[config.mk]
export PLATFORM = sky130hd
export DESIGN_NAME = tea_stream_ctrl_flat
export DESIGN_NICKNAME = d
export VERILOG_FILES = /design/src/rtl/tea_stream_ctrl_if.sv /design/src/rtl/tea_stream_ctrl.sv /design/src/flat_wrapper.sv
export SDC_FILE = /design/constraint.sdc
export NUM_CORES = 2
export LEC_CHECK = 0
export ABC_CLOCK_PERIOD_IN_PS = 18200
export BUFFER_PORTS_ARGS = -buffer_cell sky130_fd_sc_hd__buf_4
export CAP_MARGIN = 10
export CORE_MARGIN = 8
export CORE_UTILIZATION = 51
export CTS_CLUSTER_SIZE = 24
export DETAILED_ROUTE_END_ITERATION = 10
export PLACE_DENSITY = 0.71
export SYNTH_ARGS = -nofsm -noshare
export SYNTH_HDL_FRONTEND = slang
export SYNTH_MEMORY_MAX_BITS = 65536
export SYNTH_SLANG_ARGS = --single-unit
[constraint.sdc]
create_clock -name clk -period 18.2 [get_ports clk]
set_input_delay 0.91 -clock clk [delete_from_list [all_inputs] [get_ports clk]]
set_output_delay 0.91 -clock clk [all_outputs]
set_load 0.02 [all_outputs]
[src/rtl/tea_stream_ctrl_if.sv]
// Stream handshake bundle between the TEA job sequencer (slave) and its data source/sink (master).
interface tea_stream_ctrl_if;
  logic        in_valid;
  logic        in_ready;
  logic [63:0] in_data;
  logic        out_valid;
  logic        out_ready;
  logic [63:0] out_data;
  logic        out_last;

  modport master (
    output in_valid, in_data, out_ready,
    input  in_ready, out_valid, out_data, out_last
  );

  modport slave (
    input  in_valid, in_data, out_ready,
    output in_ready, out_valid, out_data, out_last
  );
endinterface

[src/rtl/tea_stream_ctrl.sv]
// Job sequencer and credit-based flow control for a stall-free unrolled TEA pipeline.
// Optional "%PDF-1.6" first-block header check is built when PDF_HDR_CHECK_EN is defined.
module tea_stream_ctrl #(
  parameter int LATENCY    = 32,
  parameter int FIFO_DEPTH = 64
) (
  input  logic             clk,
  input  logic             rst,
  input  logic             start,
  input  logic             cfg_encrypt,
  input  logic [127:0]     cfg_key,
  input  logic [15:0]      cfg_len,
  tea_stream_ctrl_if.slave strm,
  output logic [63:0]      core_block,
  output logic             core_encrypt,
  output logic [127:0]     core_key,
  input  logic [63:0]      core_out,
  output logic             busy,
  output logic             done,
  output logic             hdr_err
);
  localparam int AW = $clog2(FIFO_DEPTH);
  localparam int CW = $clog2(FIFO_DEPTH + LATENCY + 2) + 1;
  localparam logic [CW-1:0] DEPTH_C = CW'(FIFO_DEPTH);

  typedef enum logic [1:0] {IDLE, RUN, DRAIN} state_e;
  state_e state_q, state_d;

  // Bit 0 tracks the core_block register; the top bit marks core_out valid for capture.
  logic [LATENCY:0]  vld_q, vld_d;
  logic [CW-1:0]     inflight_q, inflight_d;
  logic [CW-1:0]     fifo_cnt_q, fifo_cnt_d;
  logic [AW-1:0]     wr_ptr_q, wr_ptr_d;
  logic [AW-1:0]     rd_ptr_q, rd_ptr_d;
  logic [15:0]       issued_q, issued_d;
  logic [15:0]       res_cnt_q, res_cnt_d;
  logic [15:0]       len_q, len_d;
  logic [63:0]       core_block_q, core_block_d;
  logic              core_encrypt_q, core_encrypt_d;
  logic [127:0]      core_key_q, core_key_d;
  logic              done_q, done_d;
  logic [64:0]       fifo_mem [FIFO_DEPTH];

  logic in_fire, out_fire, wr_en, wr_last, job_go;

  assign in_fire  = strm.in_valid && strm.in_ready;
  assign out_fire = strm.out_valid && strm.out_ready;
  assign wr_en    = vld_q[LATENCY];
  assign wr_last  = ((res_cnt_q + 16'd1) == len_q);
  assign job_go   = (state_q == IDLE) && start && (cfg_len != 16'd0);

  always_ff @(posedge clk) begin
    if (rst) state_q <= IDLE;
    else     state_q <= state_d;
  end

  always_comb begin
    state_d = state_q;
    case (state_q)
      IDLE:    if (job_go) state_d = RUN;
      RUN:     if (in_fire && ((issued_q + 16'd1) == len_q)) state_d = DRAIN;
      DRAIN:   if (out_fire && strm.out_last) state_d = IDLE;
      default: state_d = IDLE;
    endcase
  end

  always_comb begin
    strm.in_ready  = (state_q == RUN) && ((fifo_cnt_q + inflight_q) < DEPTH_C)
                     && (issued_q < len_q);
    strm.out_valid = (fifo_cnt_q != '0);
    strm.out_data  = fifo_mem[rd_ptr_q][63:0];
    strm.out_last  = strm.out_valid && fifo_mem[rd_ptr_q][64];
    busy           = (state_q != IDLE);
    done           = done_q;
    core_block     = core_block_q;
    core_encrypt   = core_encrypt_q;
    core_key       = core_key_q;
  end

  always_comb begin
    vld_d          = {vld_q[LATENCY-1:0], in_fire};
    inflight_d     = inflight_q + CW'(in_fire) - CW'(wr_en);
    fifo_cnt_d     = fifo_cnt_q + CW'(wr_en) - CW'(out_fire);
    wr_ptr_d       = wr_en ? wr_ptr_q + AW'(1) : wr_ptr_q;
    rd_ptr_d       = out_fire ? rd_ptr_q + AW'(1) : rd_ptr_q;
    issued_d       = issued_q;
    res_cnt_d      = res_cnt_q;
    len_d          = len_q;
    core_block_d   = core_block_q;
    core_encrypt_d = core_encrypt_q;
    core_key_d     = core_key_q;
    done_d         = 1'b0;
    if ((state_q == IDLE) && start) begin
      if (cfg_len == 16'd0) begin
        done_d = 1'b1;
      end else begin
        len_d          = cfg_len;
        core_encrypt_d = cfg_encrypt;
        core_key_d     = cfg_key;
        issued_d       = 16'd0;
        res_cnt_d      = 16'd0;
      end
    end
    if (in_fire) begin
      core_block_d = strm.in_data;
      issued_d     = issued_q + 16'd1;
    end
    if (wr_en) res_cnt_d = res_cnt_q + 16'd1;
    if ((state_q == DRAIN) && out_fire && strm.out_last) done_d = 1'b1;
  end

  always_ff @(posedge clk) begin
    if (rst) begin
      vld_q          <= '0;
      inflight_q     <= '0;
      fifo_cnt_q     <= '0;
      wr_ptr_q       <= '0;
      rd_ptr_q       <= '0;
      issued_q       <= '0;
      res_cnt_q      <= '0;
      len_q          <= '0;
      core_block_q   <= '0;
      core_encrypt_q <= 1'b0;
      core_key_q     <= '0;
      done_q         <= 1'b0;
    end else begin
      vld_q          <= vld_d;
      inflight_q     <= inflight_d;
      fifo_cnt_q     <= fifo_cnt_d;
      wr_ptr_q       <= wr_ptr_d;
      rd_ptr_q       <= rd_ptr_d;
      issued_q       <= issued_d;
      res_cnt_q      <= res_cnt_d;
      len_q          <= len_d;
      core_block_q   <= core_block_d;
      core_encrypt_q <= core_encrypt_d;
      core_key_q     <= core_key_d;
      done_q         <= done_d;
    end
  end

  always_ff @(posedge clk) begin
    if (wr_en) fifo_mem[wr_ptr_q] <= {wr_last, core_out};
  end

`ifdef PDF_HDR_CHECK_EN
  localparam logic [63:0] PDF_HDR = 64'h2550_4446_2d31_2e36;
  logic hdr_err_q, hdr_err_d;

  // Plaintext is the pipeline input when encrypting and the pipeline output when decrypting.
  always_comb begin
    hdr_err_d = hdr_err_q;
    if (job_go) begin
      hdr_err_d = 1'b0;
    end else begin
      if (in_fire && (issued_q == 16'd0) && core_encrypt_q && (strm.in_data != PDF_HDR))
        hdr_err_d = 1'b1;
      if (wr_en && (res_cnt_q == 16'd0) && !core_encrypt_q && (core_out != PDF_HDR))
        hdr_err_d = 1'b1;
    end
  end

  always_ff @(posedge clk) begin
    if (rst) hdr_err_q <= 1'b0;
    else     hdr_err_q <= hdr_err_d;
  end

  assign hdr_err = hdr_err_q;
`else
  assign hdr_err = 1'b0;
`endif
endmodule

[src/flat_wrapper.sv]
// flat-port wrapper written by rule: the top's interface ports become plain ports
module tea_stream_ctrl_flat 
#(
  parameter int LATENCY    = 32,
  parameter int FIFO_DEPTH = 64
)
  (clk, rst, start, cfg_encrypt, cfg_key, cfg_len, core_block, core_encrypt, core_key, core_out, busy, done, hdr_err, strm_in_valid, strm_in_data, strm_out_ready, strm_in_ready, strm_out_valid, strm_out_data, strm_out_last);
  tea_stream_ctrl_if strm_i ();
  input  logic clk;
  input  logic rst;
  input  logic start;
  input  logic cfg_encrypt;
  input  logic [127:0] cfg_key;
  input  logic [15:0] cfg_len;
  output logic [63:0] core_block;
  output logic core_encrypt;
  output logic [127:0] core_key;
  input  logic [63:0] core_out;
  output logic busy;
  output logic done;
  output logic hdr_err;
  input wire logic [$bits(strm_i.in_valid)-1:0] strm_in_valid;
  input wire logic [$bits(strm_i.in_data)-1:0] strm_in_data;
  input wire logic [$bits(strm_i.out_ready)-1:0] strm_out_ready;
  output wire logic [$bits(strm_i.in_ready)-1:0] strm_in_ready;
  output wire logic [$bits(strm_i.out_valid)-1:0] strm_out_valid;
  output wire logic [$bits(strm_i.out_data)-1:0] strm_out_data;
  output wire logic [$bits(strm_i.out_last)-1:0] strm_out_last;
  assign strm_i.in_valid = strm_in_valid;
  assign strm_i.in_data = strm_in_data;
  assign strm_i.out_ready = strm_out_ready;
  assign strm_in_ready = strm_i.in_ready;
  assign strm_out_valid = strm_i.out_valid;
  assign strm_out_data = strm_i.out_data;
  assign strm_out_last = strm_i.out_last;
  tea_stream_ctrl #(.LATENCY(LATENCY), .FIFO_DEPTH(FIFO_DEPTH)) u_core (.clk(clk), .rst(rst), .start(start), .cfg_encrypt(cfg_encrypt), .cfg_key(cfg_key), .cfg_len(cfg_len), .strm(strm_i), .core_block(core_block), .core_encrypt(core_encrypt), .core_key(core_key), .core_out(core_out), .busy(busy), .done(done), .hdr_err(hdr_err));
endmodule
==> results.yml <==
outcome:
  status: "finished, final reports clean"
sta:
  relSlewSlack_pct: 11.9
  fmax_ghz: 0.118
  setup_violations: 0
  grt_setup_unrepaired: "no"
  post-route-min-period_ns: 8.46
  hold_viol: 0
  clock_skew_ns: 0.0596
  finalMaxSlewViolations: 0
  tns_ns: 0
  finalCritPeriodShare_pct: 46.5
  worst_pin_slew_ns: 1.32
cells_and_area:
  multiInputGateArea_sq_um: 37600
  nets: 8556
  fin_area_sq_um: 194000
  regArea_sq_um: 131000
  fillCellCount: 23200
  post_route_cells_drive_above_1_share_pct: 32.4
  syn2layout_area_growth_pct: 14.0
floorplanning:
  io_pins: 541
  initial_core_util_pct: 51.1
  die_w_um: 594
  rows: 212
  design.core.area_sq_um: 333000
  die_h_um: 594
  die_area_sq_um: 352000
cts:
  htree_levels: 5
  root_buffer: "clkbuf_16"
  post_cts_buffers: 0
  cts_buffer_depth: 4
  cts_buffers: 435
  cts-hold-fix-buffers: 0
  cts_tree: "done"
  clock_sinks: 4471
  clkTransAtPathRegs_ns: 0.06
  clock_latency_ns: 0.98
  cts_resized: 0
critical_path:
  critPathArrivalTime_ns: 7.55
  cp_slowest_stage_delay_ns: 1.00
  cp_max_fo: 80
  critPathLaunchType: "flip-flop"
  path_class: "reg2out"
  cp_common_cell: "buf_4"
  r2r_slack_ns: 13.59
  cp-end-kind: "output pin"
  r2r_end: "u_core.done"
  cp.required_ns: 17.29
  crit_slowest_cell: "buf_4"
  r2r_cells: 9
  worstPathCellList: "buf_4 > buf_4 > buf_4 > buf_4 > mux4_2 > mux4_2 > mux4_2 > buf_4"
route:
  ant_nets: 0
  drt_iter0_markers: 13100
  post_drt_wl_per_cell_um: 38.3
  firstDrtPassIters: 6
  drt_wl_total_um: 497000
  route.detailed.drc: 0
  route.vias.total: 85000
  vias_per_cell: 6.54
grt:
  grt_max_degree: 143
  grt_usage_pct: 27.6
  overflow: 0
  grt_pass1_vias: 85400
  grt_antenna_before_repair: 48
  grt_pass1_wl_um: 682000
synthesis:
  syn_area_per_cell_sq_um: 22.8
  ys.flop_type: "edfxtp_1"
  synth_seq_cells: 4471
  netlist_instances: 7448
  ys_warn_count: 0
  synth_nets: 7773
  synth_edf_count: 4160
  synth_cell_types: 64
  syn-cell-area_sq_um: 170000
  seq_area_frac_synth_pct: 77.1
  async_reset_ff_share_pct: 0
min_path:
  hold_path_class: "in2reg"
  holdCritStartpoint: "cfg_key[0]"
  holdPathEnd: "u_core.core_key[0]"
  holdPathStages: 3
power:
  power_density_nw_per_um2: 119
  leakagePower_nw: 59.8
  ir_worst_vdd_mv: 0.0777
placed_design:
  place_area_sq_um: 180000
  dp_hpwl_um: 264000
  portBuffers: 539
  globalplace.congestion: 0.989
run:
  drv_cap: 0
## sequential cells by signal, summed over array words and instances (netlist names), named ones only
name                 cells
u_core.fifo_mem       4160
u_core.core_key        128
u_core.core_block       64
u_core.vld_q            33
u_core.issued_q         16
u_core.len_q            16
u_core.res_cnt_q        16
u_core.fifo_cnt_q        8
u_core.inflight_q        8
u_core.rd_ptr_q          6
u_core.wr_ptr_q          6
u_core.state_q           2
u_core.core_encrypt      1
u_core.done              1
## stage by stage
stage / utilization [%] / total power, mW / cells / hold WS (ns) / setup slack [ns]
3_5_place_dp: 54.1 / 14.4 / 12200 / 0.426 / 10.80
3_3_place_gp: 54.1 / 14.4 / 12200 / 0.421 / 10.90
5_1_grt: 58.3 / 23.7 / 13000 / 0.130 / 9.40
6_report: 58.3 / 23.0 / 13000 / 0.195 / 9.74
2_1_floorplan: - / 13.6 / 7448 / 0.414 / 10.53
4_1_cts: 58.3 / 23.1 / 13000 / 0.103 / 9.75
## layout make-up
class                           count  area share, %
Sequential cell                  4471           67.6
Multi-Input combinational cell   2527           19.4
Clock buffer                      540           5.92
Timing Repair Buffer              746           2.94
Tap cell                         4387           2.83
Clock inverter                    259           1.22
Inverter                           50         0.0993
Antenna cell                       20         0.0258
## cell usage in the layout (no fill, tap or decap), drive strengths merged, types with 16 or more instances in the layout
cell type	count
diode	20
mux4	1354
nand3	35
xor2	24
nor2	173
clkinvlp	18
clkinv	191
a21oi	189
xnor2	44
o21ai	20
nand2b	16
nor3	23
inv	61
a31oi	17
dfxtp	311
nor2b	46
ha	45
nand2	345
buf	745
edfxtp	4160
mux2i	74
bufinv	39
clkbuf	541
## synthesized netlist by cell type, types with 3 or more instances
cell type,number,area (sq um)
nor4_1,9,56.3
mux2i_1,74,741
nor3_1,23,115
buf_1,53,199
buf_2,128,641
or2_2,4,25.0
mux2_2,5,56.3
clkbuf_1,211,792
buf_4,7,52.6
and3_1,13,81.3
nand3_1,34,170
mux4_2,1354,30500
dfxtp_1,311,6230
a211oi_1,4,30.0
o21a_1,4,30.0
xnor2_1,44,385
nand2b_1,16,100
xor2_1,24,210
o21ai_0,20,100
and4_1,7,61.3
inv_1,50,188
ha_1,45,563
o21bai_1,3,22.5
or3_1,9,56.3
nor3b_1,4,30.0
nand4_1,14,87.6
edfxtp_1,4160,125000
nand2_1,345,1290
a2111oi_0,6,52.6
nor2_1,173,649
a21o_1,3,22.5
a31oi_1,17,106
a21oi_1,189,946
nor2b_1,46,288
## cells by family (layout without fill, tap and decap cells)
family                   after synthesis  after routing  synth area share (%)
AO/OA/AOI/OAI                        271            271                 0.904
buffers and inverters                450           1595                  1.11
adder cells (fa/ha/maj)               47             47                 0.354
XOR/XNOR                              68             68                 0.350
multiplexers                        1433           1433                  18.4
AND/OR/NAND/NOR                      707            707                  1.82
other                                  1             21               0.00220
flip-flops                          4471           4471                  77.1
## worst max-delay path, delay by kind of cell, from the launching register on
| kind | cells | cell delay, ns |
|---|---|---|
| mux | 3 | 1.64 |
| flops | 1 | 0.86 |
| buf+inv | 5 | 3.68 |
## report_power, final
| part | internal, mW | switching [mW] |
|---|---|---|
| sequential | 11.3 | 0.0721 |
| clock | 5.02 | 3.83 |
| combinational | 1.45 | 1.38 |
## layer usage
| layer | up-vias | track usage [%] | part of all wire, % |
|---|---|---|---|
| met5 | - | 0 | 0.041 |
| met4 | 30 | 11.0 | 4.8 |
| met3 | 972 | 7.05 | 11 |
| met2 | 5962 | 46.6 | 50 |
| met1 | 45100 | 34.4 | 34 |
| li1 | 32900 | - | - |
## worst max-delay path by stage
stage / startpoint / end / cells after the start
after floorplan: u_core.wr_ptr_q[5] / u_core.fifo_mem[40][0] / 4
after CTS: flip-flop / strm_out_data[3] / 8
final: flip-flop / strm_out_data[25] / 8
after detailed placement: flip-flop / strm_out_data[3] / 8
after global placement: flip-flop / strm_out_data[63] / 8
after global routing: flip-flop / strm_out_data[63] / 8
Power figures use the tool's default switching activity.
